==> src/rtl/riscv_lsu_port_if.sv <==
// rtl/riscv_lsu_port_if.sv - request/response/memory bundle for riscv_lsu_port
//
// Groups the core-side request and response handshakes with the data-memory
// port of the load/store unit.
//   req_*   : core -> LSU request (valid/ready, write, funct3 size, addr, data)
//   resp_*  : LSU -> core response (valid/ready, extended data, fault)
//   mem_*   : LSU <-> BRAM (aligned address, lane data, byte strobes, read data)
// Modports:
//   slave  : the LSU view
//   master : the core + memory environment view
interface riscv_lsu_port_if #(
  parameter int XLEN = 32
);
  logic              req_valid_in;
  logic              req_ready_out;
  logic              req_write_in;
  logic [2:0]        req_size_in;
  logic [31:0]       req_addr_in;
  logic [XLEN-1:0]   req_data_in;

  logic              resp_valid_out;
  logic              resp_ready_in;
  logic [XLEN-1:0]   resp_data_out;
  logic              resp_fault_out;

  logic [31:0]       mem_addr_out;
  logic [XLEN-1:0]   mem_data_out;
  logic [XLEN/8-1:0] mem_write_enable_out;
  logic [XLEN-1:0]   mem_data_in;

  modport slave (
    input  req_valid_in, req_write_in, req_size_in, req_addr_in, req_data_in,
    input  resp_ready_in, mem_data_in,
    output req_ready_out, resp_valid_out, resp_data_out, resp_fault_out,
    output mem_addr_out, mem_data_out, mem_write_enable_out
  );

  modport master (
    output req_valid_in, req_write_in, req_size_in, req_addr_in, req_data_in,
    output resp_ready_in, mem_data_in,
    input  req_ready_out, resp_valid_out, resp_data_out, resp_fault_out,
    input  mem_addr_out, mem_data_out, mem_write_enable_out
  );
endinterface

==> src/rtl/riscv_lsu_port.sv <==
// rtl/riscv_lsu_port.sv - RISC-V load/store port to a synchronous BRAM
//
// Accepts one load or store per request handshake. Stores drive byte strobes
// and lane-shifted data in the accept cycle; loads wait READ_LATENCY cycles,
// then return the selected lane sign- or zero-extended. Misaligned accesses
// and illegal sizes never touch memory and answer with a fault response.
// Ports:
//   clk_in   : clock, rising edge
//   rst_n_in : asynchronous active-low reset
//   step_in  : global advance enable; low freezes all state
//   lsu      : riscv_lsu_port_if.slave (request, response and memory signals)
// Parameters:
//   XLEN         : 32 or 64
//   READ_LATENCY : 1..15 cycles from address to mem_data_in valid
module riscv_lsu_port #(
  parameter int XLEN         = 32,
  parameter int READ_LATENCY = 1
) (
  input  logic            clk_in,
  input  logic            rst_n_in,
  input  logic            step_in,
  riscv_lsu_port_if.slave lsu
);

  localparam int         NB       = XLEN / 8;
  localparam int         OFFW     = $clog2(NB);
  localparam logic [3:0] CNT_INIT = 4'(READ_LATENCY - 1);

  typedef enum logic [1:0] {
    ST_IDLE = 2'd0,
    ST_WAIT = 2'd1,
    ST_RESP = 2'd2
  } state_t;

  state_t           state_q, state_d;
  logic [3:0]       cnt_q, cnt_d;
  logic [31:0]      addr_q, addr_d;
  logic [2:0]       size_q, size_d;
  logic [OFFW-1:0]  off_q, off_d;
  logic [XLEN-1:0]  rdata_q, rdata_d;
  logic             fault_q, fault_d;

  logic             req_ready;
  logic             accept;
  logic             req_fault;
  logic             store_go;
  logic [OFFW-1:0]  req_off;
  logic [31:0]      req_addr_aligned;
  logic [3:0]       size_mask;
  logic [NB-1:0]    strb_base;

  logic [XLEN-1:0]        lane;
  logic [XLEN-1:0]        lane_top;
  logic signed [XLEN-1:0] lane_top_s;
  logic [XLEN-1:0]        load_ext;
  logic [6:0]             ext_sh;

  assign req_off          = lsu.req_addr_in[OFFW-1:0];
  assign req_addr_aligned = {lsu.req_addr_in[31:OFFW], {OFFW{1'b0}}};
  assign size_mask        = (4'd1 << lsu.req_size_in[1:0]) - 4'd1;

  always_comb begin
    req_fault = 1'b0;
    if (lsu.req_size_in == 3'b111) begin
      req_fault = 1'b1;
    end
    if (XLEN == 32 && (lsu.req_size_in == 3'b011 || lsu.req_size_in == 3'b110)) begin
      req_fault = 1'b1;
    end
    if ((4'(req_off) & size_mask) != 4'd0) begin
      req_fault = 1'b1;
    end
  end

  // Ready is gated by reset so nothing is accepted while reset is held.
  assign req_ready = rst_n_in && step_in && (state_q == ST_IDLE);
  assign accept    = lsu.req_valid_in && req_ready;
  assign store_go  = accept && lsu.req_write_in && !req_fault;

  // 1 << size_bytes wraps to zero for a full-width access, so the subtraction
  // still yields an all-ones mask.
  assign strb_base = (NB'(1) << (4'd1 << lsu.req_size_in[1:0])) - NB'(1);

  assign lsu.req_ready_out        = req_ready;
  assign lsu.mem_write_enable_out = store_go ? (strb_base << req_off) : '0;
  assign lsu.mem_data_out         = store_go ? (lsu.req_data_in << {req_off, 3'b000}) : '0;
  assign lsu.mem_addr_out         = (state_q == ST_IDLE) ? req_addr_aligned : addr_q;

  assign lsu.resp_valid_out = (state_q == ST_RESP);
  assign lsu.resp_data_out  = rdata_q;
  assign lsu.resp_fault_out = fault_q;

  // Lane extraction: move the addressed lane to bit 0, then push it to the top
  // and shift back down, logically or arithmetically, to extend it.
  always_comb begin
    lane       = lsu.mem_data_in >> {off_q, 3'b000};
    ext_sh     = 7'(XLEN) - (7'd8 << size_q[1:0]);
    lane_top   = lane << ext_sh;
    lane_top_s = lane_top;
    if (size_q[2]) begin
      load_ext = lane_top >> ext_sh;
    end else begin
      load_ext = lane_top_s >>> ext_sh;
    end
  end

  always_comb begin
    state_d = state_q;
    cnt_d   = cnt_q;
    addr_d  = addr_q;
    size_d  = size_q;
    off_d   = off_q;
    rdata_d = rdata_q;
    fault_d = fault_q;
    if (step_in) begin
      case (state_q)
        ST_IDLE: begin
          if (accept) begin
            addr_d = req_addr_aligned;
            size_d = lsu.req_size_in;
            off_d  = req_off;
            if (req_fault) begin
              state_d = ST_RESP;
              fault_d = 1'b1;
              rdata_d = '0;
            end else if (lsu.req_write_in) begin
              state_d = ST_RESP;
              fault_d = 1'b0;
              rdata_d = '0;
            end else begin
              state_d = ST_WAIT;
              cnt_d   = CNT_INIT;
            end
          end
        end
        ST_WAIT: begin
          if (cnt_q != 4'd0) begin
            cnt_d = cnt_q - 4'd1;
          end else begin
            rdata_d = load_ext;
            fault_d = 1'b0;
            state_d = ST_RESP;
          end
        end
        ST_RESP: begin
          if (lsu.resp_ready_in) begin
            state_d = ST_IDLE;
            rdata_d = '0;
            fault_d = 1'b0;
          end
        end
        default: begin
          state_d = ST_IDLE;
        end
      endcase
    end
  end

  always_ff @(posedge clk_in or negedge rst_n_in) begin
    if (!rst_n_in) begin
      state_q <= ST_IDLE;
      cnt_q   <= 4'd0;
      addr_q  <= 32'd0;
      size_q  <= 3'd0;
      off_q   <= '0;
      rdata_q <= '0;
      fault_q <= 1'b0;
    end else begin
      state_q <= state_d;
      cnt_q   <= cnt_d;
      addr_q  <= addr_d;
      size_q  <= size_d;
      off_q   <= off_d;
      rdata_q <= rdata_d;
      fault_q <= fault_d;
    end
  end

endmodule

==> src/flat_wrapper.sv <==
// flat-port wrapper written by rule: the top's interface ports become plain ports
module riscv_lsu_port_flat 
#(
  parameter int XLEN         = 32,
  parameter int READ_LATENCY = 1
)
  (clk_in, rst_n_in, step_in, lsu_req_valid_in, lsu_req_write_in, lsu_req_size_in, lsu_req_addr_in, lsu_req_data_in, lsu_resp_ready_in, lsu_mem_data_in, lsu_req_ready_out, lsu_resp_valid_out, lsu_resp_data_out, lsu_resp_fault_out, lsu_mem_addr_out, lsu_mem_data_out, lsu_mem_write_enable_out);
  riscv_lsu_port_if #(.XLEN(XLEN)) lsu_i ();
  input  logic clk_in;
  input  logic rst_n_in;
  input  logic step_in;
  input wire logic [$bits(lsu_i.req_valid_in)-1:0] lsu_req_valid_in;
  input wire logic [$bits(lsu_i.req_write_in)-1:0] lsu_req_write_in;
  input wire logic [$bits(lsu_i.req_size_in)-1:0] lsu_req_size_in;
  input wire logic [$bits(lsu_i.req_addr_in)-1:0] lsu_req_addr_in;
  input wire logic [$bits(lsu_i.req_data_in)-1:0] lsu_req_data_in;
  input wire logic [$bits(lsu_i.resp_ready_in)-1:0] lsu_resp_ready_in;
  input wire logic [$bits(lsu_i.mem_data_in)-1:0] lsu_mem_data_in;
  output wire logic [$bits(lsu_i.req_ready_out)-1:0] lsu_req_ready_out;
  output wire logic [$bits(lsu_i.resp_valid_out)-1:0] lsu_resp_valid_out;
  output wire logic [$bits(lsu_i.resp_data_out)-1:0] lsu_resp_data_out;
  output wire logic [$bits(lsu_i.resp_fault_out)-1:0] lsu_resp_fault_out;
  output wire logic [$bits(lsu_i.mem_addr_out)-1:0] lsu_mem_addr_out;
  output wire logic [$bits(lsu_i.mem_data_out)-1:0] lsu_mem_data_out;
  output wire logic [$bits(lsu_i.mem_write_enable_out)-1:0] lsu_mem_write_enable_out;
  assign lsu_i.req_valid_in = lsu_req_valid_in;
  assign lsu_i.req_write_in = lsu_req_write_in;
  assign lsu_i.req_size_in = lsu_req_size_in;
  assign lsu_i.req_addr_in = lsu_req_addr_in;
  assign lsu_i.req_data_in = lsu_req_data_in;
  assign lsu_i.resp_ready_in = lsu_resp_ready_in;
  assign lsu_i.mem_data_in = lsu_mem_data_in;
  assign lsu_req_ready_out = lsu_i.req_ready_out;
  assign lsu_resp_valid_out = lsu_i.resp_valid_out;
  assign lsu_resp_data_out = lsu_i.resp_data_out;
  assign lsu_resp_fault_out = lsu_i.resp_fault_out;
  assign lsu_mem_addr_out = lsu_i.mem_addr_out;
  assign lsu_mem_data_out = lsu_i.mem_data_out;
  assign lsu_mem_write_enable_out = lsu_i.mem_write_enable_out;
  riscv_lsu_port #(.XLEN(XLEN), .READ_LATENCY(READ_LATENCY)) u_core (.clk_in(clk_in), .rst_n_in(rst_n_in), .step_in(step_in), .lsu(lsu_i));
endmodule
==> config.mk <==
export PLATFORM = sky130hd
export DESIGN_NAME = riscv_lsu_port_flat
export DESIGN_NICKNAME = d
export VERILOG_FILES = /design/src/rtl/riscv_lsu_port_if.sv /design/src/rtl/riscv_lsu_port.sv /design/src/flat_wrapper.sv
export SDC_FILE = /design/constraint.sdc
export NUM_CORES = 1
export LEC_CHECK = 0
export ABC_CLOCK_PERIOD_IN_PS = 4700
export BUFFER_PORTS_ARGS = -buffer_cell sky130_fd_sc_hd__buf_2
export CELL_PAD_IN_SITES_DETAIL_PLACEMENT = 0
export CELL_PAD_IN_SITES_GLOBAL_PLACEMENT = 1
export CORE_MARGIN = 3
export CORE_UTILIZATION = 31
export CTS_CLUSTER_SIZE = 28
export DETAILED_ROUTE_END_ITERATION = 6
export PLACE_DENSITY_LB_ADDON = 0.1
export SYNTH_ARGS = -nofsm -noshare
export SYNTH_HDL_FRONTEND = slang
export SYNTH_SLANG_ARGS = --single-unit
export TNS_END_PERCENT = 10
==> constraint.sdc <==
create_clock -name clk_in -period 4.7 [get_ports clk_in]
set_input_delay 0.47 -clock clk_in [delete_from_list [all_inputs] [get_ports clk_in]]
set_output_delay 0.47 -clock clk_in [all_outputs]
set_load 0.02 [all_outputs]
* Yosys cells after proc, flatten, opt, wreduce, memory -nomap -nowiden
Index checks and enable logic that the tools add are counted.
** Word-level totals
- Word-level logic and storage cells :: 79
- Output and inout bits :: 103
- Register bits after elaboration :: 74
** Cells by class
- Bitwise gates (word level) :: 1
- Shifts and indexed selects :: 9
- Eq/ne operators :: 12
- Reduce and logical (&&, ||, !) cells :: 16
- Muxes and demuxes :: 30
- Add/subtract/negate cells :: 4
** Operators with widths (number)
- 32-bit two-way mux :: 8
- 32-bit case mux with 3 select lines :: 1
- 32-bit by 5-bit left shift with 32-bit output :: 1
- 32-bit by 7-bit left shift with 32-bit output :: 1
- 32-bit by 5-bit right shift with 32-bit output :: 1
- 32-bit by 7-bit right shift with 32-bit output :: 1
- 32-bit by 7-bit >>> shifter with 32-bit output :: 1
- 4-bit two-way mux :: 5
- 6-bit AND reduction :: 2
- 2-bit two-way mux :: 5
- 1-bit two-way mux :: 8
- 2-bit inequality test (second input constant) :: 4
- 4-bit case mux with 2 select lines :: 1
- 4-bit nonzero test :: 2
- 4-bit by 1-bit subtractor with 4-bit output (second input constant) :: 2
- 4-bit by 2-bit left shift with 7-bit output (first input constant) :: 1
- 6-bit by 7-bit subtractor with 7-bit output (first input constant) :: 1
- 3-bit == test (second input constant) :: 2
- 2-bit case mux with 3 select lines :: 1
- 1-bit logical AND :: 5
- 2-bit by 4-bit AND with 4-bit output :: 1
- 2-bit by 1-bit inequality test with 1-bit output (second input constant) :: 2
- 4-bit AND reduction :: 1
- 1-bit by 2-bit left shift with 4-bit output (first input constant) :: 1
- 14 further kinds :: 14

* Depth between registers and ports, before layout
- Depth in word-level cells :: 8
- Depth in mapped cells :: 9
- Depth with buffers taken out :: 6

* Worst setup path after synthesis
Ideal clock, no wire load.
- Kind :: reg-to-output
- From :: reg u_core.state_q[0]
- To :: out lsu_mem_data_out[27]
- Path slack :: 2.052 ns
- Stages on the path, launching flop included :: 9
- Data required time :: 4.230 ns
- Buffers on the path :: 2
- Data arrival time :: 2.178 ns
- Cell sequence :: dfrtp_1 > inv_1 > ha_1 > buf_1 > nand2_1 > nor2_1 > nand3_1 > clkbuf_1 > a211oi_1
** On the way
- Word-level cells in the longest chain between the ends :: 6
** RTL lines
- start: declaration :: line riscv_lsu_port.sv:35 : state_t state_q, state_d;
- start signal: assignment :: line riscv_lsu_port.sv:169 : state_q <= state_d;
- 2-bit logical NOT :: line riscv_lsu_port.sv:76 : assign req_ready = rst_n_in && step_in && (state_q == ST_IDLE);
- 1-bit logical AND :: line riscv_lsu_port.sv:76
- 1-bit logical AND :: line riscv_lsu_port.sv:77 : assign accept = lsu.req_valid_in && req_ready;
- 1-bit logical AND (2 in series) :: line riscv_lsu_port.sv:78 : assign store_go = accept && lsu.req_write_in && !req_fault;
- 32-bit two-way mux :: line riscv_lsu_port.sv:86 : assign lsu.mem_data_out = store_go ? (lsu.req_data_in << {req_off, 3'b000}) : '0;
- end: declaration :: line flat_wrapper.sv:24 : output wire logic [$bits(lsu_i.mem_data_out)-1:0] lsu_mem_data_out;
Every way passes these cells.

* Worst setup path after layout
- From :: reg u_core.state_q[0]
- To :: out lsu_mem_data_out[31]
Same word-level chain as after synthesis.

==> results.py <==
metrics = {
    "floorplanning": {
        "io_pins": 208,
        "fp.dieW_um": 133,
        "die-area_um2": 17600,
        "num_rows": 45,
        "initial_core_util_pct": 32.2,
        "fp.coreArea_um2": 15400,
        "die_y_um": 133,
    },
    "critical_path": {
        "arrival_ns": 3.20,
        "worstPathMaxFanout": 38,
        "r2r-end": "u_core.lsu.resp_data_out[17]$_DFFE_PN0P_",
        "path_cells": "inv_1 > ha_2 > buf_4 > nand2_1 > nor2_2 > nand3_1 > a211oi_1 > buf_2",
        "end_kind": "output pin",
        "timing.rr.start": "u_core.state_q[1]$_DFFE_PN0P_",
        "required_ns": 4.23,
        "worst-setup-path-type": "reg -> out",
        "slowest_delay_ns": 0.70,
        "crit_end": "lsu_mem_data_out[31]",
        "ff2ff_setup_slack_ns": 1.53,
        "startpoint_type": "flop",
        "ff2ff_path_depth": 7,
        "crit_slowest_cell": "nand3_1",
        "startpoint": "u_core.state_q[0]$_DFFE_PN0P_",
    },
    "grt": {
        "overflow": 0,
        "grt_first_pass_wirelength_mm": 25.2,
        "antenna_found_initial": 0,
        "track_usage_pct": 17.8,
        "grt_max_degree": 53,
        "grt_pass1_vias": 4836,
    },
    "route": {
        "vias_per_cell": 5.07,
        "drtPass1Iterations": 4,
        "antenna_left": 0,
        "detail_route.wl_per_cell_um": 16.8,
        "wl_mm": 15.8,
        "drt_iter0_markers": 253,
        "drc": 0,
        "num_vias": 4757,
    },
    "clocking": {
        "htreeDepth": 3,
        "cts_sinks": 74,
        "cts_buffers": 9,
        "clock_latency_ns": 0.34,
        "clk_pin_slew_worst_paths_ns": 0.06,
        "ctsHoldBuffers": 0,
        "cts_tree": "yes",
        "post-cts-setup-buffer-count": 0,
        "post_cts_resized": 0,
        "cts_root_buf": "clkbuf_16",
        "cts_max_path_buffers": 2,
    },
    "timing": {
        "worst_pin_slew_ns": 1.02,
        "fin_ws_ns": 1.03,
        "setup_viol": 0,
        "finClkSkew_ns": 0.0127,
        "finalMaxSlewViolations": 0,
        "period_minus_slack_ns": 3.67,
        "relSlewSlack_pct": 31.8,
        "finalSetupTns_ns": 0,
        "fmax_mhz": 273,
        "rsz0062_at_grt": "false",
        "post-route-period-util_pct": 78.0,
        "hold_viol": 0,
        "timing.hold.ws_ns": 0.0377,
    },
    "placed_design": {
        "dp.final_hpwl_mm": 11.7,
        "gp_congestion": 0.808,
        "dp_slack_ns": 1.16,
        "port_buffers": 205,
    },
    "job": {
        "cap_violations": 0,
    },
    "yosys": {
        "synth-main-ff-cell": "dfrtp_1",
        "synthXorXnorAreaFrac_pct": 0.177,
        "synth_top_area_cell": "dfrtp_1",
        "synth_top_cell_area_share_pct": 37.3,
        "syn_area_per_cell_um2": 9.02,
        "netlist_area_um2": 4960,
        "synth_fa_ha_area_share_pct": 1.51,
        "synth-simple-area-share_pct": 17.7,
        "ys_ff_latch": 74,
        "ys_types": 49,
        "synth_top_family_by_area": "compound AO/OA/AOI/OAI gates",
        "synth_edf_count": 0,
        "synth_area_leaders": "dfrtp_1 (37%), mux2_2 (9.5%), nand2_1 (8.3%)",
        "async_reset_ff_share_pct": 100,
        "syn_inst": 550,
        "ys_warn_count": 0,
        "synth_compound_area_share_pct": 20.7,
        "muxShareOfSynthArea_pct": 17.3,
        "ys_seq_area_share_pct": 37.3,
    },
    "final_layout": {
        "nets": 834,
        "fillers": 1609,
        "insertedDiodeCount": 0,
        "layout-drive-gt1-share_pct": 38.5,
        "fin_util_pct": 41.3,
        "synthToLayoutAreaGrowth_pct": 28.5,
    },
    "power_and_ir_drop": {
        "peakVddDrop_uv": 282,
        "power_density_nw_per_um2": 544,
        "power_leakage_nw": 3.25,
        "finalPower_w": 0.00347,
    },
    "hold_path": {
        "hold_path.class": "in -> async",
    },
    "status": {
        "status": "finished clean",
    },
}
[cells in the final DEF (no fill, tap or decap), types with 19 or more instances in the layout]
cell type	instances
a211oi_1	33
dfrtp_1	74
o31ai_1	45
nor2_1	21
nand2_1	110
mux2_2	42
nor2b_1	19
a21oi_1	28
buf_2	204
mux2i_1	34
[synth_stat cells (all sizes together) (4+ instances only)]
cell and count:
nand2 110, dfrtp 74, o31ai 45, mux2 42, mux2i 34, a211oi 33
clkbuf 31, a21oi 29, nor2 22, buf 19, nor2b 19, and3 11
nor3 11, inv 9, o2bb2ai 7, ha 6, o21a 4, o21ai 4
o41ai 4
[cell type report]
class,instances,area [um^2],share of cell area [%]
repair buffers,211,1070,16.8
multi-input cells,418,2860,44.8
well taps,211,264,4.14
flip-flops and latches,74,1850,29.0
inverters,9,33.8,0.530
clock inverters,5,62.6,0.981
clock buffers,11,233,3.65
[where the power goes]
group | leakage (nW) | internal [W] | switching (W)
Sequential | 0.975 | 0.000849 | 0.000171
Clock | 0.136 | 0.000414 | 0.000282
Combinational | 2.14 | 0.000677 | 0.00108
[per-layer routing]
metal	track usage (%)	wire (um)	up-vias
met4	4.21	217	0
met5	0	0	-
met3	4.87	859	17
li1	-	-	2325
met1	21.7	6640	2284
met2	31.3	8050	131
[sequential cells by signal, summed over array words and instances, names as in the netlist]
signal	flops
u_core.lsu.resp_fault_out	1
u_core.size_q	3
u_core.cnt_q	4
u_core.off_q	2
u_core.addr_q	30
u_core.lsu.resp_data_out	32
u_core.state_q	2
[per-stage QoR]
step | area [um^2] | std cells
2_1_floorplan | 4970 | 551
3_5_place_dp | 6080 | 923
5_1_grt | 6380 | 939
3_3_place_gp | 6080 | 923
4_1_cts | 6380 | 939
6_report | 6380 | 939
[how the worst min path moves through the flow]
stage | start | endpoint | slack (ns) | cells past startpoint
4_1_cts | rst_n_in | u_core.addr_q[6]$_DFFE_PN0P_ | 0.04 | 1
2_1_floorplan | rst_n_in | u_core.addr_q[10]$_DFFE_PN0P_ | 0.17 | 0
3_3_place_gp | rst_n_in | u_core.addr_q[12]$_DFFE_PN0P_ | 0.41 | 1
6_report | rst_n_in | u_core.addr_q[12]$_DFFE_PN0P_ | 0.04 | 1
5_1_grt | rst_n_in | u_core.cnt_q[0]$_DFFE_PN0P_ | 0.05 | 1
3_5_place_dp | rst_n_in | u_core.addr_q[5]$_DFFE_PN0P_ | 0.41 | 1
[critical path: cells and delay by family, from the launching register on]
kind                     cells  cell delay, ns
flip-flops                   1            0.42
adder cells (fa/ha/maj)      1            0.19
AO/OA/AOI/OAI                1            0.51
AND/OR/NAND/NOR              3            0.96
buffers and inverters        3            0.78
[kinds of logic after synthesis]
group,Yosys count
buf+inv,59
compound gates,139
simple gates,192
fa+ha+maj,6
mux,78
other cells,1
xor+xnor,1
flops,74
Power figures use the tool's default switching activity.
